### src/rtl/game_hub.sv
// game_hub: menu / playing / summary controller for a score-reporting game.
// Two synchronized pushbuttons (KEY[0] start/continue, KEY[3] quit) drive the FSM.
// Session and best scores are tracked and shown as decimal on eight 7-segment digits.
// Optional key debouncing is enabled by defining GAME_HUB_DEBOUNCE_EN.
module game_hub #(
  parameter int DEBOUNCE_CYCLES = 1000000,
  parameter int IDLE_TIMEOUT    = 1500000000
) (
  input  logic        CLOCK_50,
  input  logic        reset,
  input  logic [3:0]  KEY,
  input  logic [10:0] score_in,
  output logic        toggle,
  output logic [7:0]  LEDG,
  output logic [6:0]  HEX7,
  output logic [6:0]  HEX6,
  output logic [6:0]  HEX5,
  output logic [6:0]  HEX4,
  output logic [6:0]  HEX3,
  output logic [6:0]  HEX2,
  output logic [6:0]  HEX1,
  output logic [6:0]  HEX0
);

  typedef enum logic [1:0] {MENU = 2'd0, PLAYING = 2'd1, SUMMARY = 2'd2} state_t;

  state_t      state_q, state_d;
  logic [10:0] session, best, score_prev;
  logic [30:0] idle_cnt;
  logic [1:0]  key_raw;
  logic [1:0]  key_ev;   // [0] start/continue, [1] quit
  logic        unused_cfg;

  assign key_raw = {KEY[3], KEY[0]};

`ifdef GAME_HUB_DEBOUNCE_EN
  localparam int DBW = (DEBOUNCE_CYCLES > 1) ? $clog2(DEBOUNCE_CYCLES + 1) : 1;
  assign unused_cfg = ^KEY[2:1];
`else
  assign unused_cfg = ^KEY[2:1] ^ (DEBOUNCE_CYCLES != 0);
`endif

  for (genvar k = 0; k < 2; k++) begin : g_key
    logic [1:0] sync_q;
    logic [1:0] flush;
    logic       lvl, lvl_q, armed;

    // two-flop synchronizer, idles released (high)
    always_ff @(posedge CLOCK_50 or posedge reset) begin
      if (reset) sync_q <= 2'b11;
      else       sync_q <= {sync_q[0], key_raw[k]};
    end

`ifdef GAME_HUB_DEBOUNCE_EN
    logic [DBW-1:0] cnt;
    // accept a new level only after DEBOUNCE_CYCLES consecutive differing samples
    always_ff @(posedge CLOCK_50 or posedge reset) begin
      if (reset) begin
        cnt <= '0;
        lvl <= 1'b1;
      end else if (sync_q[1] == lvl) begin
        cnt <= '0;
      end else if (cnt == DBW'(DEBOUNCE_CYCLES - 1)) begin
        lvl <= sync_q[1];
        cnt <= '0;
      end else begin
        cnt <= cnt + DBW'(1);
      end
    end
`else
    assign lvl = sync_q[1];
`endif

    // arm only once a real released level has been seen after reset, so a key
    // held through reset release cannot fire until it is released and pressed again
    always_ff @(posedge CLOCK_50 or posedge reset) begin
      if (reset) begin
        flush <= 2'b00;
        lvl_q <= 1'b1;
        armed <= 1'b0;
      end else begin
        flush <= {flush[0], 1'b1};
        lvl_q <= lvl;
        if (flush[1] && sync_q[1] && lvl) armed <= 1'b1;
      end
    end

    assign key_ev[k] = armed & lvl_q & ~lvl;
  end

  // next-state logic; quit takes priority over timeout and start
  always_comb begin
    state_d = state_q;
    case (state_q)
      MENU:    if (key_ev[0]) state_d = PLAYING;
      PLAYING: if (key_ev[1] || idle_cnt == 31'(IDLE_TIMEOUT - 1)) state_d = SUMMARY;
      SUMMARY: if (key_ev[0]) state_d = MENU;
      default: state_d = MENU;
    endcase
  end

  // state register and registered game enable
  always_ff @(posedge CLOCK_50 or posedge reset) begin
    if (reset) begin
      state_q <= MENU;
      toggle  <= 1'b0;
    end else begin
      state_q <= state_d;
      toggle  <= (state_d == PLAYING);
    end
  end

  // score tracking and idle counter
  always_ff @(posedge CLOCK_50 or posedge reset) begin
    if (reset) begin
      session    <= '0;
      best       <= '0;
      score_prev <= '0;
      idle_cnt   <= '0;
    end else begin
      score_prev <= score_in;
      if (state_q == MENU && key_ev[0]) session <= '0;
      if (state_q == PLAYING) begin
        if (score_in > session) session <= score_in;
        if (score_in > best)    best    <= score_in;
        idle_cnt <= (score_in != score_prev) ? 31'd0 : idle_cnt + 31'd1;
      end else begin
        idle_cnt <= '0;
      end
    end
  end

  assign LEDG = {5'b00000, state_q == SUMMARY, state_q == PLAYING, state_q == MENU};

  function automatic logic [15:0] to_bcd(input logic [10:0] b);
    logic [15:0] d;
    d = '0;
    for (int i = 10; i >= 0; i--) begin
      for (int j = 0; j < 4; j++)
        if (d[4*j +: 4] >= 4'd5) d[4*j +: 4] = d[4*j +: 4] + 4'd3;
      d = {d[14:0], b[i]};
    end
    return d;
  endfunction

  function automatic logic [6:0] seg(input logic [3:0] v);
    case (v)
      4'd0: seg = 7'b1000000;
      4'd1: seg = 7'b1111001;
      4'd2: seg = 7'b0100100;
      4'd3: seg = 7'b0110000;
      4'd4: seg = 7'b0011001;
      4'd5: seg = 7'b0010010;
      4'd6: seg = 7'b0000010;
      4'd7: seg = 7'b1111000;
      4'd8: seg = 7'b0000000;
      4'd9: seg = 7'b0010000;
      default: seg = 7'b1111111;
    endcase
  endfunction

  logic [15:0] s_bcd, b_bcd;
  assign s_bcd = to_bcd(session);
  assign b_bcd = to_bcd(best);

  // registered display, one cycle behind the score registers
  always_ff @(posedge CLOCK_50 or posedge reset) begin
    if (reset) begin
      {HEX7, HEX6, HEX5, HEX4} <= {4{7'b1000000}};
      {HEX3, HEX2, HEX1, HEX0} <= {4{7'b1000000}};
    end else begin
      {HEX7, HEX6, HEX5, HEX4} <= {seg(s_bcd[15:12]), seg(s_bcd[11:8]), seg(s_bcd[7:4]), seg(s_bcd[3:0])};
      {HEX3, HEX2, HEX1, HEX0} <= {seg(b_bcd[15:12]), seg(b_bcd[11:8]), seg(b_bcd[7:4]), seg(b_bcd[3:0])};
    end
  end

endmodule

### config.mk
export PLATFORM = sky130hd
export DESIGN_NAME = game_hub
export DESIGN_NICKNAME = d
export VERILOG_FILES = /design/src/rtl/game_hub.sv
export SDC_FILE = /design/constraint.sdc
export NUM_CORES = 1
export LEC_CHECK = 0
export ABC_AREA = 1
export CORE_MARGIN = 1
export CORE_UTILIZATION = 40
export CTS_BUF_LIST = sky130_fd_sc_hd__clkbuf_8
export DETAILED_ROUTE_END_ITERATION = 6
export PLACE_DENSITY = 0.65
export SLEW_MARGIN = 20
export SYNTH_ARGS = -nofsm -noshare
export SYNTH_HDL_FRONTEND = slang
export SYNTH_SLANG_ARGS = --single-unit
### constraint.sdc
create_clock -name CLOCK_50 -period 10.9 [get_ports CLOCK_50]
set_clock_uncertainty 0.05 [all_clocks]
set_input_delay 2.18 -clock CLOCK_50 [delete_from_list [all_inputs] [get_ports CLOCK_50]]
set_output_delay 2.18 -clock CLOCK_50 [all_outputs]
set_load 0.01 [all_outputs]
==> impl_metrics.tcl <==
set metrics [dict create \
    rows 55 \
    die-area_um2 23700 \
    end_kind "flop" \
    path_class "flop to flop" \
    r2r_slack_ns 4.08 \
    setup_ws_ns 4.08 \
    ctsResizeCount 0 \
    crit_start "session[9]" \
    io_buffers 72 \
    yosysSeqAreaShare_pct 35.2 \
    arrival_ns 7.16 \
    fill_cells 2252 \
    drv_cap 0 \
    synth.distinct_cells 51 \
    critical_path.startpoint_type "flop" \
    crit_path_end "HEX5[3]" \
    grt_pass1_vias 7440 \
    slew_violations 0 \
    detailedRoute.firstPassIterationCount 4 \
    slowest_stage "dfrtp_1" \
    timing.fmax_mhz 147 \
    num_vias 7901 \
    hpwlAfterDp_um 14200 \
    wirelength_um 18100 \
    ctsHoldBuffers 0 \
    holdWs_ns 0.317 \
    rsz0062_at_grt "no" \
    synthArstFlopShare_pct 100 \
    coreArea_um2 22600 \
    outcome "completed" \
    cp.required_ns 11.24 \
    cts.sink_count 129 \
    diodes 0 \
    r2r-end "HEX5[3]" \
    fin_nets 1401 \
    tns_ns 0 \
    setup_viol 0 \
    vias_per_cell 4.86 \
    syn_area_um2 9220 \
    cts_root_buf "clkbuf_8" \
    hold_path_class "flop to flop" \
    r2r_cells 51 \
    cts_buffers 17 \
    grt_max_degree 75 \
    drc 0 \
    first_iter_violations 296 \
    syn2layout_area_growth_pct 15.0 \
    hold_violations 0 \
    tightest_slew_ns 0.916 \
    pre_cts_ws_ns 4.14 \
    path_clk_slew_ns 0.09 \
    die_h_um 154 \
    wl_per_cell_um 11.1 \
    grt_usage_pct 16.4 \
    io_pins 82 \
    cts_tree "done" \
    gr-total-overflow 0 \
    drtAntennaViolNets 0 \
    grt_pass1_wl_um 31900 \
    place_congestion 0.815 \
    ys_warn_count 0 \
    post-cts-setup-buffers 0 \
    drive_above_1_share_pct 16.1 \
    die_w_um 154 \
    cts_buffer_depth 2 \
    cts_max_level 4 \
    clock_latency_ns 0.46 \
    path_common_cell "nand2_1" \
    ys_ff_latch 129 \
    fin_crit_sh_pct 62.6 \
    fin_crit_ns 6.82 \
    cpPeakStageDelay_ns 0.43 \
    ys.flop_type "dfrtp_1" \
    reg2reg_from "session[9]" \
    synth-edff-count 0 \
    cp_max_fo 6 \
    max_slew_margin_pct 38.9 \
    syn_inst 1249 \
    antenna_found_initial 0 \
    synth_area_per_cell_um2 7.38 \
    initial_utilization_pct 40.7 \
]
==> cell families (layout without fill, tap and decap cells) <==
kind of cell | count (synthesis) | after routing | share of synthesized area [%]
xor+xnor | 12 | 12 | 1.42
other cells | 2 | 8 | 0.0814
buf+inv | 222 | 309 | 9.44
flops | 129 | 129 | 35.2
compound gates | 135 | 135 | 8.95
fa+ha+maj | 55 | 55 | 7.46
simple gates | 694 | 694 | 37.4
==> final cells by class <==
type | count | area, um^2 | area share, %
Multi-Input combinational cell | 904 | 5130 | 48.4
Sequential cell | 129 | 3250 | 30.6
Inverter | 204 | 768 | 7.24
Timing Repair Buffer | 73 | 728 | 6.87
Tap cell | 285 | 357 | 3.36
Clock buffer | 19 | 262 | 2.47
Clock inverter | 13 | 115 | 1.09
==> cells in the final DEF (no fill, tap or decap), types with 5 or more instances in the layout <==
cell type	count
nor2_1	64
inv_1	173
nand2_1	321
nand3_2	35
dfrtp_1	115
dfstp_2	14
nand2_4	15
and2_1	7
nor4_1	8
clkdlybuf4s50_1	72
nand2_2	55
clkbuf_8	19
ha_1	55
nand4_1	27
a21o_1	5
a21oi_1	36
o21ai_1	16
o21ai_2	11
conb_1	8
nand3b_1	9
inv_6	6
o21ai_0	45
nor3_1	14
xor2_1	10
inv_2	30
nand3_1	117
==> critical path, delay by kind of cell, from the launching register on <==
family | cells | cell delay [ns]
AOI/OAI and AO/OA | 1 | 0.09
DFF | 1 | 0.43
buffers and inverters | 9 | 0.59
adders and majority gates | 8 | 1.60
and+or+nand+nor | 33 | 3.99
==> metal layers <==
layer / share of wire, % / vias up / track usage, %
li1: - / 4173 / -
met1: 49 / 3628 / 20.4
met2: 47 / 82 / 28.3
met3: 2.4 / 18 / 3.33
met4: 1.2 / 0 / 5.38
met5: 0 / - / 0
==> flip-flops by register name (all words and copies together), names as in the netlist, 4 cells and up <==
register      cells
idle_cnt         31
best             11
score_prev       11
session          11
HEX0              7
HEX1              7
HEX2              7
HEX4              7
HEX5              7
HEX6              7
HEX3              5
HEX7              5
g_key.sync_q      4
==> metrics by stage <==
stage	instance area (um^2)	cells	util, %
6_report	10600	1627	46.8
3_3_place_gp	10200	1595	45.2
5_1_grt	10600	1627	46.8
2_1_floorplan	9250	1255	-
4_1_cts	10600	1627	46.8
3_5_place_dp	10200	1595	45.2
==> worst min path at each step <==
| stage | from | end | slack (ns) | cells after the start |
|---|---|---|---|---|
| after CTS | g_key[0].sync_q[0] | g_key[0].sync_q[1] | 0.32 | 0 |
| after floorplan | g_key[1].flush[0] | g_key[0].flush[1] | 0.28 | 0 |
| after global placement | g_key[1].flush[0] | g_key[0].flush[1] | 0.29 | 0 |
| after global routing | g_key[0].sync_q[0] | g_key[0].sync_q[1] | 0.33 | 0 |
| after detailed placement | g_key[0].sync_q[0] | g_key[0].sync_q[1] | 0.30 | 0 |
| final | g_key[0].sync_q[0] | g_key[0].sync_q[1] | 0.32 | 0 |
==> synth_stat cells (all sizes together) (14+ instances only) <==
cell     n  area share (%)
a21oi   38             2.1
dfrtp  115              31
dfstp   14             4.0
ha      55             7.5
inv    204             8.3
nand2  391              19
nand3  152              10
nand4   27             1.8
nor2    68             2.9
nor3    15            0.87
o21ai   76             5.1
Power is left out: the tool's default activity adds up to more than one toggle a clock period on the data nets, which glitch-free logic cannot reach.
